## src/rtl/batch_feed_controller_pkg.sv

```systemverilog
// Shared widths, state type and helpers for the batch feed controller.
// PCOEFF_COUNT_BITWIDTH falls back to 16 when the pipeline globals header has not defined it.
`ifndef PCOEFF_COUNT_BITWIDTH
`define PCOEFF_COUNT_BITWIDTH 16
`endif

package batch_feed_controller_pkg;

  localparam int DEFAULT_COUNT_WIDTH = `PCOEFF_COUNT_BITWIDTH;
  localparam int BOT_WIDTH           = 128;
  localparam int SUM_EXTRA_BITS      = 35;

  // Encodings match the pipeline globals (IDLE = 0, FEED = 1).
  typedef enum logic [0:0] {
    IDLE = 1'b0,
    FEED = 1'b1
  } feedState_t;

  function automatic logic [31:0] satInc32(input logic [31:0] value);
    return (value == 32'hFFFF_FFFF) ? value : value + 32'd1;
  endfunction

endpackage

```

## src/rtl/batch_feed_controller_expected_count_fifo.sv

```systemverilog
// Synchronous FIFO holding the expected bot count of every batch still in flight.
// DEPTH must be a power of two, at least 2.
module expected_count_fifo #(
  parameter int WIDTH = 16,
  parameter int DEPTH = 4
) (
  input  logic                     clk,
  input  logic                     rst,
  input  logic                     push,
  input  logic [WIDTH-1:0]         pushData,
  input  logic                     pop,
  output logic [WIDTH-1:0]         head,
  output logic                     full,
  output logic                     empty,
  output logic [$clog2(DEPTH):0]   occupancy
);

  localparam int AW = $clog2(DEPTH);

  logic [WIDTH-1:0] mem [DEPTH];
  logic [AW-1:0]    wrPtr;
  logic [AW-1:0]    rdPtr;
  logic [AW:0]      count;
  logic             doPush;
  logic             doPop;

  assign doPush    = push && !full;
  assign doPop     = pop && !empty;
  assign full      = (count == (AW+1)'(DEPTH));
  assign empty     = (count == '0);
  assign head      = mem[rdPtr];
  assign occupancy = count;

  // Pointer and occupancy bookkeeping; simultaneous push and pop leave count unchanged.
  always_ff @(posedge clk) begin
    if (rst) begin
      wrPtr <= '0;
      rdPtr <= '0;
      count <= '0;
    end else begin
      if (doPush) wrPtr <= wrPtr + 1'b1;
      if (doPop)  rdPtr <= rdPtr + 1'b1;
      case ({doPush, doPop})
        2'b10:   count <= count + 1'b1;
        2'b01:   count <= count - 1'b1;
        default: count <= count;
      endcase
    end
  end

  // Storage needs no reset: entries are only read after being written.
  always_ff @(posedge clk) begin
    if (doPush) mem[wrPtr] <= pushData;
  end

endmodule

```

## src/rtl/batch_feed_controller.sv

```systemverilog
// Feeds batches of bots into one aggregating pipeline and checks returned counts.
// Optional macro BATCH_FEED_PROFILE_EN enables stall/starve cycle counters.
module batch_feed_controller
  import batch_feed_controller_pkg::*;
#(
  parameter int COUNT_WIDTH     = DEFAULT_COUNT_WIDTH,
  parameter int MAX_OUTSTANDING = 4
) (
  input  logic                          clk,
  input  logic                          rst,
  input  logic                          batchReqValid,
  input  logic [COUNT_WIDTH-1:0]        batchReqBotCount,
  output logic                          batchReqReady,
  input  logic                          botInValid,
  input  logic [BOT_WIDTH-1:0]          botIn,
  output logic                          botInReady,
  output logic                          isBotValid,
  output logic [BOT_WIDTH-1:0]          bot,
  output logic                          lastBotOfBatch,
  input  logic                          slowDownInput,
  input  logic                          pipeResultsValid,
  input  logic [COUNT_WIDTH+34:0]       pipePcoeffSum,
  input  logic [COUNT_WIDTH-1:0]        pipePcoeffCount,
  input  logic                          pipeEccStatus,
  output logic                          resultValid,
  output logic [COUNT_WIDTH+34:0]       resultSum,
  output logic                          resultMismatch,
  output logic                          errorSticky,
  output logic [$clog2(MAX_OUTSTANDING):0] outstanding,
  output logic [31:0]                   stallCycles,
  output logic [31:0]                   starveCycles
);

  feedState_t             state;
  feedState_t             nextState;
  logic [COUNT_WIDTH-1:0] remaining;
  logic                   reqAccept, pushReq, zeroReq, transfer, lastTransfer;
  logic                   fifoFull, fifoEmpty, resultPop, headMismatch;
  logic [COUNT_WIDTH-1:0] fifoHead;
  logic                   illegalCount, unexpectedResult, countMismatch, eccSeen;
  logic                   illegalCountNext, unexpectedResultNext, countMismatchNext, eccSeenNext;

  // Readiness is combinational and forced low while rst is asserted.
  always_comb begin
    batchReqReady = 1'b0;
    botInReady    = 1'b0;
    if (!rst && state == IDLE) begin
      batchReqReady = !fifoFull;
    end else if (!rst && state == FEED) begin
      botInReady = !slowDownInput;
    end else begin
      batchReqReady = 1'b0;
      botInReady    = 1'b0;
    end
  end

  assign reqAccept    = batchReqValid && batchReqReady;
  assign zeroReq      = reqAccept && (batchReqBotCount == '0);
  assign pushReq      = reqAccept && (batchReqBotCount != '0);
  assign transfer     = botInValid && botInReady;
  assign lastTransfer = transfer && (remaining == COUNT_WIDTH'(1));

  // Next-state selection.
  always_comb begin
    nextState = state;
    case (state)
      IDLE:    nextState = pushReq ? FEED : IDLE;
      FEED:    nextState = lastTransfer ? IDLE : FEED;
      default: nextState = IDLE;
    endcase
  end

  // State register.
  always_ff @(posedge clk) begin
    if (rst) state <= IDLE;
    else     state <= nextState;
  end

  // Bots left in the current batch; the nonzero guard keeps it from wrapping.
  always_ff @(posedge clk) begin
    if (rst)                                  remaining <= '0;
    else if (pushReq)                         remaining <= batchReqBotCount;
    else if (transfer && remaining != '0)     remaining <= remaining - 1'b1;
    else                                      remaining <= remaining;
  end

  // Registered pipeline-side outputs, one cycle behind the transfer.
  always_ff @(posedge clk) begin
    if (rst) begin
      isBotValid     <= 1'b0;
      bot            <= '0;
      lastBotOfBatch <= 1'b0;
    end else begin
      isBotValid     <= transfer;
      lastBotOfBatch <= lastTransfer;
      if (transfer) bot <= botIn;
    end
  end

  expected_count_fifo #(
    .WIDTH (COUNT_WIDTH),
    .DEPTH (MAX_OUTSTANDING)
  ) uExpectedCounts (
    .clk       (clk),
    .rst       (rst),
    .push      (pushReq),
    .pushData  (batchReqBotCount),
    .pop       (resultPop),
    .head      (fifoHead),
    .full      (fifoFull),
    .empty     (fifoEmpty),
    .occupancy (outstanding)
  );

  assign resultPop    = pipeResultsValid && !fifoEmpty;
  assign headMismatch = (fifoHead != pipePcoeffCount);

  // Result strobe; a result with nothing outstanding always counts as a mismatch.
  always_ff @(posedge clk) begin
    if (rst) begin
      resultValid    <= 1'b0;
      resultSum      <= '0;
      resultMismatch <= 1'b0;
    end else begin
      resultValid    <= pipeResultsValid;
      resultMismatch <= pipeResultsValid && (fifoEmpty || headMismatch);
      if (pipeResultsValid) resultSum <= pipePcoeffSum;
    end
  end

  assign illegalCountNext     = illegalCount     || zeroReq;
  assign unexpectedResultNext = unexpectedResult || (pipeResultsValid && fifoEmpty);
  assign countMismatchNext    = countMismatch    || (resultPop && headMismatch);
  assign eccSeenNext          = eccSeen          || pipeEccStatus;

  // Sticky error flags; errorSticky rises in the same cycle as the flag that caused it.
  always_ff @(posedge clk) begin
    if (rst) begin
      illegalCount     <= 1'b0;
      unexpectedResult <= 1'b0;
      countMismatch    <= 1'b0;
      eccSeen          <= 1'b0;
      errorSticky      <= 1'b0;
    end else begin
      illegalCount     <= illegalCountNext;
      unexpectedResult <= unexpectedResultNext;
      countMismatch    <= countMismatchNext;
      eccSeen          <= eccSeenNext;
      errorSticky      <= illegalCountNext || unexpectedResultNext ||
                          countMismatchNext || eccSeenNext;
    end
  end

`ifdef BATCH_FEED_PROFILE_EN
  // Saturating profiling counters for backpressure and starvation while feeding.
  always_ff @(posedge clk) begin
    if (rst) begin
      stallCycles  <= 32'd0;
      starveCycles <= 32'd0;
    end else begin
      if (state == FEED && botInValid && slowDownInput) stallCycles <= satInc32(stallCycles);
      if (state == FEED && !botInValid)                 starveCycles <= satInc32(starveCycles);
    end
  end
`else
  assign stallCycles  = 32'd0;
  assign starveCycles = 32'd0;
`endif

endmodule
```

## config.mk

```make
export PLATFORM = sky130hd
export DESIGN_NAME = batch_feed_controller
export DESIGN_NICKNAME = d
export VERILOG_FILES = /design/src/rtl/batch_feed_controller_pkg.sv /design/src/rtl/batch_feed_controller_expected_count_fifo.sv /design/src/rtl/batch_feed_controller.sv
export SDC_FILE = /design/constraint.sdc
export NUM_CORES = 1
export LEC_CHECK = 0
export ABC_AREA = 0
export CAP_MARGIN = 20
export CORE_AREA = 2 2 185 187
export DETAILED_ROUTE_END_ITERATION = 16
export DIE_AREA = 0 0 187 189
export GPL_TIMING_DRIVEN = 0
export PLACE_DENSITY_LB_ADDON = 0.3
export SYNTH_ARGS = -nofsm -noshare
export SYNTH_HDL_FRONTEND = slang
export SYNTH_HIERARCHICAL = 1
export SYNTH_SLANG_ARGS = --single-unit
```

## constraint.sdc

```tcl
create_clock -name clk -period 7.84 [get_ports clk]
set_clock_uncertainty 0.15 [all_clocks]
set_input_delay 0.784 -clock clk [delete_from_list [all_inputs] [get_ports clk]]
set_output_delay 0.784 -clock clk [all_outputs]
set_load 0.01 [all_outputs]
```

==> flow_summary.yaml <==
run_status:
  status: "completed"
worst_setup_path:
  cp-start-kind: "input pin"
  worstSetupPathType: "input pin to register"
  r2r_end: "uExpectedCounts/occupancy[2]"
  worst-r2r-cell-count: 13
  path_depth: 13
  path_max_fanout: 10
  reg2reg_slack_ns: 4.47
  path_delay_family: "buffers and inverters"
  cp_common_cell: "inv_1"
  cp_slowest_stage_delay_ns: 0.80
  critical_path_buf_inv_count: 5
  signal_arrival_time_at_the_worst_endpoint_ns: 4.48
  worstPathRequired_ns: 8.18
  path_cells: "clkdlybuf4s50_1 -> or4_4 -> o41ai_4 -> inv_4 -> inv_1 -> nor2_1 -> inv_1 -> ha_1 -> inv_1 -> fa_1 -> xor2_1 -> or3_1 -> a21oi_1"
  r2r_start: "uExpectedCounts/occupancy[1]"
  critical_path.slowest_cell: "o41ai_4"
  critical_path_end_type: "register"
worst_hold_path:
  timing.hold.worst_endpoint: "bot[89]"
  hold-path-cell-count: 2
  hold_path_startpoint: "bot[89]"
  hold_path_class: "register to register"
power:
  power.internal_mw: 2.62
  worst_ir_drop_vdd_mv: 0.171
  power.static_leakage_nw: 6.20
  switching_share_pct: 23.1
  netSwitchingPower_uw: 786
  share_seq_of_total_power_pct: 45.2
  clockPowerShare_pct: 42.6
  share_comb_of_total_power_pct: 12.2
  pwr_cell_area_nw_per_um2: 202
global_routing:
  initial_antenna_violation_count: 4
  grt_max_degree: 17
  gr-total-overflow: 0
  grt_first_pass_wirelength_mm: 53.8
  first_global_vias: 9428
  globalRouteTotalUtil_pct: 19.3
drt:
  initialDrtViolationCount: 382
  wl_per_cell_um: 17.0
  routed-via-count: 9371
  route.final.wire_length_mm: 35.2
  ant_nets: 0
  vias_per_cell: 4.52
  drcViolationCount: 0
  number_of_iterations_in_the_first_detailed_routing_pass: 4
placed_design:
  numPortBuffers: 404
  dp_hpwl_mm: 26.9
  gpl.final_weighted_congestion: 0.849
  pre_cts_ws_ns: 3.17
synthesis:
  syn_inst: 1102
  synth_enable_flop_cells: 64
  synth-seq-area-share_pct: 56.5
  synth-warning-count: 6
  syn-cell-area_sq_um: 11000
  async_reset_ff_share_pct: 0
  yosys-top-cells-count: "266 x nand2_1, 214 x dfxtp_1, 145 x a21oi_1, 77 x nor2_1"
  synth_seq_cells: 278
  post_synth_main_area_contributors: "dfxtp_1 39%, edfxtp_1 18%, nand2_1 9.1%, a21oi_1 6.6%, mux2i_1 4.7%"
  synth_largest_area_cell: "dfxtp_1"
  yosysMostFrequentCell: "nand2_1"
  postSynthAreaPerCell_sq_um: 9.96
  synth_flop_cell: "dfxtp_1"
  synth_top_area_share_pct: 39.0
  ys_types: 63
floorplanning:
  design.die.area_sq_um: 35300
  floorplan.core_area_sq_um: 33300
  die-height_um: 189
  die_width_um: 187
  floorplan.initialDensity_pct: 33.0
  design.portCount: 471
  placement_rows: 67
timing:
  worst-slew-pin-transition_ns: 0.943
  setup_viol_count_final: 0
  worst_slack_ns: 3.70
  post_route_fraction_of_the_period_consumed_by_the_critical_path_pct: 52.8
  maxSlewHeadroom_pct: 37.0
  unrepaired_setup_endpoints_after_global_routing: "false"
  achievable-frequency_mhz: 242
  totalNegativeSetupSlack_ns: 0
  period_needed_ns: 4.14
  slew_violations: 0
  timing_hold_violations_final: 0
clock_tree:
  clkTransAtPathRegs_ns: 0.06
  worst_skew_pair.late_latency_ns: 0.56
  tritoncts: "done"
  cts-resized-gates: 0
  ctsRootBufferMaster: "clkbuf_16"
  cts_max_path_buffers: 3
  clock_tree.htree_level_count: 1
  cts_hold_buffers: 0
  tritoncts_num_sinks: 278
  cts_setup_buffers: 0
  number_of_cts_inserted_buffers: 30
flow_run:
  cap_viol_max_count: 0
cells_and_area:
  area_growth_syn_to_layout_pct: 53.3
  num-nets-final: 1827
  fraction_of_final_layout_cells_with_drive_strength_greater_than_1_pct: 8.68
-- state kept, by name, summed over array words and instances, names as in the netlist, 2 cells and up, named ones only --
register,flops
bot,128
uExpectedCounts/mem,64
resultSum,51
remaining,16
uExpectedCounts/occupancy,3
uExpectedCounts/rdPtr,2
uExpectedCounts/wrPtr,2
-- power by group through the flow --
stage | logic, mW | registers (mW) | clock network [mW]
floorplan | 0.177 | 1.58 | 0
global placement | 0.410 | 1.57 | 0
detailed placement | 0.414 | 1.57 | 0
CTS | 0.417 | 1.54 | 1.49
global route | 0.449 | 1.54 | 1.56
finish | 0.415 | 1.54 | 1.45
-- final cells by class --
type / instances / area [sq um]
clock inverters: 18 / 221
flip-flops and latches: 278 / 6210
inverters: 14 / 55.1
plain buffers: 128 / 803
well taps: 448 / 561
diodes: 1 / 2.50
clock buffers: 38 / 792
fillers: 3048 / 16400
repair buffers: 404 / 4040
multi-input cells: 745 / 4150
-- worst max-delay path by stage --
stage / to / startpoint / slack, ns
finish: uExpectedCounts/occupancy[2] / batchReqBotCount[5] / 3.70
global route: uExpectedCounts/occupancy[2] / batchReqBotCount[2] / 3.55
CTS: uExpectedCounts/occupancy[2] / batchReqBotCount[5] / 3.76
detailed placement: uExpectedCounts/occupancy[2] / batchReqBotCount[5] / 3.17
global placement: uExpectedCounts/occupancy[2] / batchReqBotCount[5] / 3.22
floorplan: uExpectedCounts/occupancy[2] / batchReqBotCount[5] / 4.15
-- layer usage --
metal / up-vias / GRT usage [%] / share of wire [%] / routed length (um)
met1: 4349 / 21.0 / 37 / 12900
met3: 58 / 7.40 / 9.6 / 3370
li1: 4622 / - / - / -
met2: 340 / 35.2 / 51 / 18100
met4: 2 / 4.85 / 2.3 / 796
met5: - / 0 / 0.037 / 13
-- kinds of logic after synthesis --
logic type,after synthesis,synth area share [%]
multiplexers,68,8.23
AO/OA/AOI/OAI,189,9.90
adder cells (fa/ha/maj),8,0.980
buffers and inverters,142,7.82
AND/OR/NAND/NOR,396,14.9
flip-flops,278,56.5
other,1,0.0342
XOR/XNOR,20,1.60
-- worst reg2reg max path, stage by stage (launching register included) --
cell	delay (ns)
dfxtp_1	0.44
nor3b_2	0.12
nor4b_1	0.55
o41ai_4	0.34
inv_4	0.22
inv_1	0.08
nor2_1	0.29
inv_1	0.10
ha_1	0.23
inv_1	0.08
fa_1	0.18
xor2_1	0.07
or3_1	0.31
a21oi_1	0.14
-- through the flow --
stage                     cell area (sq um)  power (mW)  hold slack, ns  instances  util, %
after floorplan                       11200        1.75           0.272       1165        -
after global placement                15800        1.98           0.286       2017     47.5
after detailed placement              15800        1.98           0.292       2017     47.5
after CTS                             16800        3.45           0.285       2073     50.6
after global routing                  16800        3.55           0.303       2073     50.6
final                                 16800        3.40           0.302       2074     50.6
-- cell usage in the layout (no fill, tap or decap), types with 5 or more instances in the layout --
cell,synthesis,layout
buf_4,64,64
o21a_1,5,5
conb_1,1,64
mux2i_1,52,52
buf_1,6,6
clkbuf_8,4,5
ha_1,7,7
edfxtp_1,64,64
clkbuf_1,47,53
o21ai_0,7,7
dfxtp_1,214,214
bufinv_16,0,5
clkinv_1,0,6
xor2_1,20,20
clkbuf_16,0,30
nor3_1,9,9
or3_1,7,7
mux4_2,10,10
nand2_1,266,266
nor4_1,8,8
a21oi_1,145,145
mux4_1,6,6
clkdlybuf4s50_1,0,404
inv_1,12,12
nor2_1,77,77
Note: power is estimated with default switching activity, not from simulation.
